## src/rtl/prn_code_gen_mc.sv

```systemverilog
// rtl/prn_code_gen_mc.sv - multi-channel coupled-register PRN code generator
// N_CH channels share one chip-rate divider and chip counter, so they stay chip/epoch aligned.
module prn_code_gen_mc #(
    parameter int N_CH = 4,
    parameter int LEN = 55,
    parameter int CODE_LEN = 10230,
    parameter int DIV_W = 8,
    parameter logic [LEN-1:0] T0_MASK = LEN'(55'h0000_0000_0FC1),
    parameter logic [LEN-1:0] T1_MASK = LEN'(55'h0000_0000_0FC1),
    parameter logic [LEN-1:0] CP_MASK = LEN'(55'h0000_0000_F101),
    parameter logic [LEN-1:0] SG_MASK = LEN'(55'h0000_0000_0FC1),
    localparam int CH_W = (N_CH > 1) ? $clog2(N_CH) : 1,
    localparam int IDX_W = $clog2(CODE_LEN)
) (
    input  logic             clk,
    input  logic             rst_n,
    input  logic             load_en,
    input  logic             load_data,
    input  logic [CH_W-1:0]  load_ch,
    input  logic             run,
    input  logic [DIV_W-1:0] div,
    output logic [N_CH-1:0]  chip_out,
    output logic             chip_valid,
    output logic             epoch,
    output logic [IDX_W-1:0] chip_idx,
    output logic             busy
);

    localparam logic [0:0] S_IDLE = 1'b0;
    localparam logic [0:0] S_RUN  = 1'b1;
    localparam logic [IDX_W-1:0] LAST_IDX = IDX_W'(CODE_LEN - 1);

    logic [0:0]                state_q, state_d;
    logic [DIV_W-1:0]          div_cnt_q, div_cnt_d;
    logic [IDX_W-1:0]          chip_cnt_q, chip_cnt_d;
    logic [N_CH-1:0][LEN-1:0]  seed_r0_q, seed_r0_d, seed_r1_q, seed_r1_d;
    logic [N_CH-1:0][4:0]      seed_rf_q, seed_rf_d;
    logic [N_CH-1:0][LEN-1:0]  r0_q, r0_d, r1_q, r1_d;
    logic [N_CH-1:0][4:0]      rf_q, rf_d;
    logic [N_CH-1:0]           chip_out_q, chip_out_d;
    logic                      chip_valid_q, chip_valid_d;
    logic                      epoch_q, epoch_d;
    logic [IDX_W-1:0]          chip_idx_q, chip_idx_d;
    logic                      tick;

    // XOR of all pairwise ANDs of the selected bits == bit 1 of their popcount
    function automatic logic sigma2(input logic [LEN-1:0] r0);
        logic [1:0] cnt;
        cnt = '0;
        for (int i = 0; i < LEN; i++) begin
            cnt = cnt + {1'b0, r0[i] & SG_MASK[i]};
        end
        return cnt[1];
    endfunction

    always_comb begin
        state_d      = state_q;
        div_cnt_d    = div_cnt_q;
        chip_cnt_d   = chip_cnt_q;
        seed_r0_d    = seed_r0_q;
        seed_r1_d    = seed_r1_q;
        seed_rf_d    = seed_rf_q;
        r0_d         = r0_q;
        r1_d         = r1_q;
        rf_d         = rf_q;
        chip_out_d   = chip_out_q;
        chip_idx_d   = chip_idx_q;
        chip_valid_d = 1'b0;
        epoch_d      = 1'b0;
        tick         = (div_cnt_q == div);

        case (state_q)
            S_IDLE: begin
                if (run) begin
                    state_d    = S_RUN;
                    r0_d       = seed_r0_q;
                    r1_d       = seed_r1_q;
                    rf_d       = seed_rf_q;
                    div_cnt_d  = '0;
                    chip_cnt_d = '0;
                end else if (load_en) begin
                    for (int k = 0; k < N_CH; k++) begin
                        if (CH_W'(k) == load_ch) begin
                            seed_rf_d[k] = {seed_rf_q[k][3:0], load_data};
                            seed_r1_d[k] = {seed_r1_q[k][LEN-2:0], seed_rf_q[k][4]};
                            seed_r0_d[k] = {seed_r0_q[k][LEN-2:0], seed_r1_q[k][LEN-1]};
                        end
                    end
                end
            end
            default: begin
                if (!run) begin
                    state_d    = S_IDLE;
                    chip_out_d = '0;
                    chip_idx_d = '0;
                    div_cnt_d  = '0;
                    chip_cnt_d = '0;
                    r0_d       = '0;
                    r1_d       = '0;
                    rf_d       = '0;
                end else begin
                    div_cnt_d = tick ? '0 : div_cnt_q + 1'b1;
                    if (tick) begin
                        chip_valid_d = 1'b1;
                        chip_idx_d   = chip_cnt_q;
                        epoch_d      = (chip_cnt_q == '0);
                        for (int k = 0; k < N_CH; k++) begin
                            chip_out_d[k] = r0_q[k][LEN-1] ^ r1_q[k][LEN-1] ^ rf_q[k][4];
                        end
                        if (chip_cnt_q == LAST_IDX) begin
                            chip_cnt_d = '0;
                            r0_d       = seed_r0_q;
                            r1_d       = seed_r1_q;
                            rf_d       = seed_rf_q;
                        end else begin
                            chip_cnt_d = chip_cnt_q + 1'b1;
                            for (int k = 0; k < N_CH; k++) begin
                                r0_d[k] = {r0_q[k][LEN-2:0], ^(r0_q[k] & T0_MASK)};
                                r1_d[k] = {r1_q[k][LEN-2:0], ^(r1_q[k] & T1_MASK)
                                          ^ (^(r0_q[k] & CP_MASK) & sigma2(r0_q[k]))};
                                rf_d[k] = {rf_q[k][3:0], rf_q[k][4]};
                            end
                        end
                    end
                end
            end
        endcase
    end

    always_ff @(posedge clk) begin
        if (!rst_n) begin
            state_q      <= S_IDLE;
            div_cnt_q    <= '0;
            chip_cnt_q   <= '0;
            seed_r0_q    <= '0;
            seed_r1_q    <= '0;
            seed_rf_q    <= '0;
            r0_q         <= '0;
            r1_q         <= '0;
            rf_q         <= '0;
            chip_out_q   <= '0;
            chip_valid_q <= 1'b0;
            epoch_q      <= 1'b0;
            chip_idx_q   <= '0;
        end else begin
            state_q      <= state_d;
            div_cnt_q    <= div_cnt_d;
            chip_cnt_q   <= chip_cnt_d;
            seed_r0_q    <= seed_r0_d;
            seed_r1_q    <= seed_r1_d;
            seed_rf_q    <= seed_rf_d;
            r0_q         <= r0_d;
            r1_q         <= r1_d;
            rf_q         <= rf_d;
            chip_out_q   <= chip_out_d;
            chip_valid_q <= chip_valid_d;
            epoch_q      <= epoch_d;
            chip_idx_q   <= chip_idx_d;
        end
    end

    assign chip_out   = chip_out_q;
    assign chip_valid = chip_valid_q;
    assign epoch      = epoch_q;
    assign chip_idx   = chip_idx_q;
    assign busy       = (state_q == S_RUN);

endmodule

```

## config.mk

```make
export PLATFORM = sky130hd
export DESIGN_NAME = prn_code_gen_mc
export DESIGN_NICKNAME = d
export VERILOG_FILES = /design/src/rtl/prn_code_gen_mc.sv
export SDC_FILE = /design/constraint.sdc
export NUM_CORES = 2
export LEC_CHECK = 0
export ABC_AREA = 0
export ABC_CLOCK_PERIOD_IN_PS = 3600
export CAP_MARGIN = 20
export CELL_PAD_IN_SITES_DETAIL_PLACEMENT = 2
export CELL_PAD_IN_SITES_GLOBAL_PLACEMENT = 2
export CORE_AREA = 2 2 221 440
export CTS_BUF_LIST = sky130_fd_sc_hd__clkbuf_4
export DETAILED_ROUTE_END_ITERATION = 10
export DIE_AREA = 0 0 223 442
export DONT_BUFFER_PORTS = 1
export PLACE_DENSITY = 0.86
export SLEW_MARGIN = 30
export SYNTH_ARGS = -nofsm -noshare
export SYNTH_HDL_FRONTEND = slang
export SYNTH_SLANG_ARGS = --single-unit
```

## constraint.sdc

```tcl
create_clock -name clk -period 3.6 [get_ports clk]
set_input_delay 0.72 -clock clk [delete_from_list [all_inputs] [get_ports clk]]
set_output_delay 0.72 -clock clk [all_outputs]
set_load 0.01 [all_outputs]
```

* Word-level counts from Yosys, hierarchy flattened *
Index checks and enable logic that the tools add are counted.

storage, ports and cells
  flip-flop bits (word level) = 963
  input bits = 15
  output and inout port bits = 21

cells by class
  eq/ne operators = 7
  add/sub/neg operators = 26
  multiplexer cells = 30
  bitwise logic cells = 18
  reductions and logical operators = 23

operators by type and width
  cell                                                                     count
  220-bit 2-to-1 mux                                                       10
  55-bit XOR reduction                                                     12
  20-bit 2-to-1 mux                                                        5
  14-bit 2-to-1 mux                                                        7
  2-bit by 1-bit adder with 2-bit output                                   20
  8-bit 2-to-1 mux                                                         4
  4-bit AND reduction                                                      5
  14-bit by 1-bit adder with 14-bit output, second input constant          1
  14-bit equality test, second input constant                              1
  14-bit logical NOT                                                       1
  1-bit XOR                                                                12
  1-bit by 1-bit adder with 2-bit output                                   4
  8-bit by 1-bit adder with 8-bit output, second input constant            1
  8-bit equality test                                                      1
  4-bit 2-to-1 mux                                                         2
  1-bit AND                                                                4
  2-bit equality test, first input constant                                2
  2-bit AND reduction                                                      2
  3-bit by 2-bit inequality test with 1-bit output, second input constant  1
  3-bit AND reduction                                                      1
  1-bit by 2-bit equality test with 1-bit output, first input constant     1
  2-bit logical NOT                                                        1
  1-bit 2-to-1 mux                                                         2
  2-bit by 1-bit inequality test with 1-bit output, second input constant  1
  other kinds (2)                                                          3

* Logic depth before layout (Yosys ltp) *
  word-level depth = 12
  mapped depth = 11

* Worst setup path before layout *
No wires, ideal clock.

  kind = input port to flip-flop
  start = input port div[7]
  end = register chip_idx_q[10], in the netlist chip_idx[10]
  arrival = 2.511 ns
  library setup time = 0.060 ns
  data required time = 3.540 ns
  setup slack = 1.030 ns
  buffers on the path = 2
  stages on the path = 7
  cell sequence = xor2_1 > nor4_1 > nand2_1 > clkbuf_1 > nor3_1 > clkbuf_1 > a22o_1

on the way
  longest elaborated chain between the ends = 3

ends and longest elaborated chain
  element                                                     line  source
  from (decl)                                                 21    input logic [DIV_W-1:0] div,
  8-bit equality test                                         70    tick = (div_cnt_q == div);
  2-bit by 1-bit inequality test with 1-bit output (no line)  --
  2-bit AND reduction (no line)                               --
  to (signal assigned)                                        158   chip_idx_q <= chip_idx_d;
  to (decl)                                                   43    logic [IDX_W-1:0] chip_idx_q, chip_idx_d;

Every way passes these cells.
A chain may end at the register's enable or synchronous reset.

* Final worst setup path *
  start = register chip_cnt_q[3]
  end = register r1_q[160] (netlist name)

on the way
  longest elaborated chain between the ends = 5

ends and longest elaborated chain
  element                 line  source
  from (decl)             35    logic [IDX_W-1:0] chip_cnt_q, chip_cnt_d;
  from (signal assigned)  148   chip_cnt_q <= chip_cnt_d;
  14-bit equality test    110   if (chip_cnt_q == LAST_IDX) begin
  220-bit 2-to-1 mux      110
  220-bit 2-to-1 mux      103   if (tick) begin
  220-bit 2-to-1 mux      92    if (!run) begin
  220-bit 2-to-1 mux      72    case (state_q)
  to (signal assigned)    153   r1_q <= r1_d;
  to (decl)               38    logic [N_CH-1:0][LEN-1:0] r0_q, r0_d, r1_q, r1_d;

Every way passes these cells. The select of a mux whose other input is x is not followed.

==> results_dict.tcl <==
set metrics [dict create \
    regToRegStartpoint "chip_cnt_q[3]" \
    drc 0 \
    crit_start "chip_cnt_q[3]" \
    syn_inst 4426 \
    crit_slowest_cell "or4_4" \
    synth-simple-area-share 0.150 \
    die_w_um 223 \
    grt_pass1_wl_um 213000 \
    synth_xor_area_frac 0.0204 \
    endpoint_kind "register" \
    rsz0062_at_grt "false" \
    fin_setup_tns_ns 0 \
    yosys_register_bits 963 \
    power.leakage_uw 0.0153 \
    io_buffers 0 \
    use_met3 0.0550 \
    hpwl_um 67100 \
    cp_cell_sequence "or3_1 -> or4_4 -> and2_4 -> buf_16 -> buf_12 -> mux2_1 -> a22oi_1 -> nor2_1" \
    ys_async_sr_fraction 0 \
    wl_per_cell_um 23.6 \
    status "finished, final reports clean" \
    grt_use_met1 0.277 \
    cts_tree "done" \
    dr_total_vias 33000 \
    die_h_um 442 \
    antenna_found_initial 2 \
    cpPeakStageDelay_ns 0.62 \
    synth_flop_cell "dfxtp_1" \
    fin_crit_ns 3.20 \
    whs_ns 0.163 \
    root_buffer "clkbuf_4" \
    regToRegSetupSlack_ns 0.40 \
    multiInputGateArea_um2 18700 \
    n_fill_cell 10100 \
    gr-total-overflow 0 \
    clockBufferDepth 3 \
    crit_family "simple AND/OR/NAND/NOR gates" \
    reg2regPathDepth 8 \
    first_pass_iters 5 \
    power.total_uw 20600 \
    grt_max_degree 208 \
    vdd_ir_drop_max_uv 319 \
    row_count 160 \
    cp_num_cells 8 \
    postCtsSetupBuffers 0 \
    drive_gt1_frac 0.183 \
    routabilityCongestion 0.722 \
    hold_viol 0 \
    viasPerCell 5.77 \
    synth_edf_count 0 \
    cp_max_fo 39 \
    use_met2 0.503 \
    crit_buf_inv 2 \
    cap_viol_max_count 0 \
    core_region_area_um2 95100 \
    start_kind "register" \
    top_usage_layer "met2" \
    syn_area_per_cell_um2 8.95 \
    cts_buffers 218 \
    yosys_warnings 0 \
    relSlewSlack 0.306 \
    finClkSkew_ns 0.0686 \
    synthAdderAreaFrac 0.00657 \
    totalWireLength_um 135000 \
    htree_num_levels 4 \
    max_freq_ghz 0.313 \
    cp.required_ns 4.60 \
    synth_top_family_by_area "compound AO/OA/AOI/OAI gates" \
    finalMaxSlewViolations 0 \
    syn2layout_area_growth_pct 9.18 \
    antenna_left 0 \
    rr_endpoint "r1_q[160]" \
    hold_class "in2reg" \
    die-area_um2 98600 \
    clk_pin_slew_worst_paths_ns 0.09 \
    synth-compound-area-share 0.160 \
    tightest_slew_ns 1.04 \
    first_global_vias 38100 \
    muxShareOfSynthArea 0.135 \
    setup_viol 0 \
    drtIter0Drc 1858 \
    seq_area_frac_synth 0.487 \
    ys_types 49 \
    endpoint "r1_q[160]" \
    syn-cell-area_um2 39600 \
    finalCritPeriodShare 0.888 \
    cts.sinks 963 \
    ctsResizeCount 0 \
    holdPathStages 3 \
    regArea_um2 19300 \
    arrival_ns 4.20 \
    num_io_pins 36 \
    grt_usage 0.268 \
    insertion_delay_ns 1.17 \
    worstSetupPathType "reg2reg" \
    synth_nets 4457 \
    final_nets 4372 \
    start_util 0.416 \
    cellPowerDensity_nw_per_um2 475 \
]
worst min-delay path, stage by stage:
cell and delay (ns):
and4_4 0.35, nand2_1 0.14, a21oi_1 0.05
what timing repair did:
action	4_1_cts	5_1_grt
hold endpoints to repair	174	0
endpoints found under the setup margin	0	0
hold buffers	7	0
logic make-up after synthesis:
| group | count (synthesis) |
|---|---|
| buf+inv | 395 |
| xor+xnor | 89 |
| compound gates | 1003 |
| flops | 963 |
| simple gates | 1537 |
| mux | 423 |
| fa+ha+maj | 16 |
placed cells by master, fill, tap and decap left out, drive strengths merged, types with 2 or more instances in the layout:
cell type,instances
nor4,4
bufinv,2
ha,8
or3b,5
xor2,24
a221oi,2
dlygate4sd3,7
and2,4
or3,6
fa,8
and3,5
o21ai,19
diode,8
inv,24
a22o,15
and4,3
a311oi,38
mux2,422
buf,63
a211oi,2
or4,2
nand4,3
a21o,2
nand3,11
nor3,7
xnor3,2
nor2,477
dfxtp,963
xnor2,63
clkbuf,311
clkinv,51
a31oi,3
a21oi,490
nand2,1005
a22oi,429
flip-flops by register name, summed over array words and instances (netlist names):
register    flops
busy            1
chip_cnt_q     14
chip_idx       14
chip_out        4
chip_valid      1
div_cnt_q       8
epoch           1
r0_q          220
r1_q          220
rf_q           20
seed_r0_q     220
seed_r1_q     220
seed_rf_q      20
per-stage QoR:
stage	std cells	instance area (um^2)	setup slack, ns	utilization
final	5713	43200	0.405	0.455
after global routing	5712	43200	0.322	0.455
after CTS	5704	43200	0.372	0.454
after detailed placement	5328	40500	0.535	0.426
after global placement	5328	40500	0.667	0.426
after floorplan	4426	39600	1.03	-
layout make-up:
class                   instances  area share
flip-flops and latches        963       0.446
inverters                      20     0.00191
well taps                    1215      0.0352
diodes                          8    0.000463
clock inverters                58     0.00648
multi-input cells            3068       0.433
clock buffers                 311      0.0540
repair buffers                 70      0.0229
Yosys cell counts, types with 3 or more instances:
library cell,n,area [um^2]
or3b_2,5,43.8
a22o_1,15,131
and4_1,3,26.3
mux2_1,7,78.8
a22oi_1,429,3220
inv_1,19,71.3
a311oi_1,38,333
ha_1,8,100
clkbuf_1,311,1170
or3_1,6,37.5
and3_1,5,31.3
dfxtp_1,963,19300
buf_2,30,150
buf_6,20,225
nand2_1,1005,3770
nand4_1,3,18.8
a21oi_1,490,2450
xor2_1,24,210
mux2_2,265,2980
nand3_1,11,55.1
and2_1,3,18.8
xnor2_1,63,552
fa_1,8,160
buf_1,13,48.8
mux2_4,150,2250
a31oi_1,3,18.8
o21ai_0,18,90.1
nor3_1,7,35.0
nor4_1,4,25.0
nor2_1,477,1790
report_power, final:
part	total, uW	internal, uW	leakage [uW]	switching [uW]
Clock	8820	4080	0.00157	4740
Sequential	10700	10700	0.00776	32.5
Combinational	1030	246	0.00592	784
Total	20600	15000	0.0153	5550
how the worst min path moves through the flow:
stage,start,endpoint,slack [ns]
floorplan,seed_r0_q[109],seed_r0_q[109],0.43
global placement,seed_r0_q[219],seed_r0_q[219],0.44
detailed placement,seed_r0_q[109],seed_r0_q[109],0.45
CTS,load_ch[1],seed_r0_q[202],0.01
global route,load_ch[1],seed_r0_q[202],0.07
finish,load_ch[1],seed_r0_q[202],0.16
routing by layer:
metal | part of all wire | vias up
met2 | 0.54 | 753
li1 | - | 15100
met3 | 0.037 | 414
met5 | 0 | -
met1 | 0.38 | 16800
met4 | 0.046 | 0
Note: power is estimated with default switching activity, not from simulation.
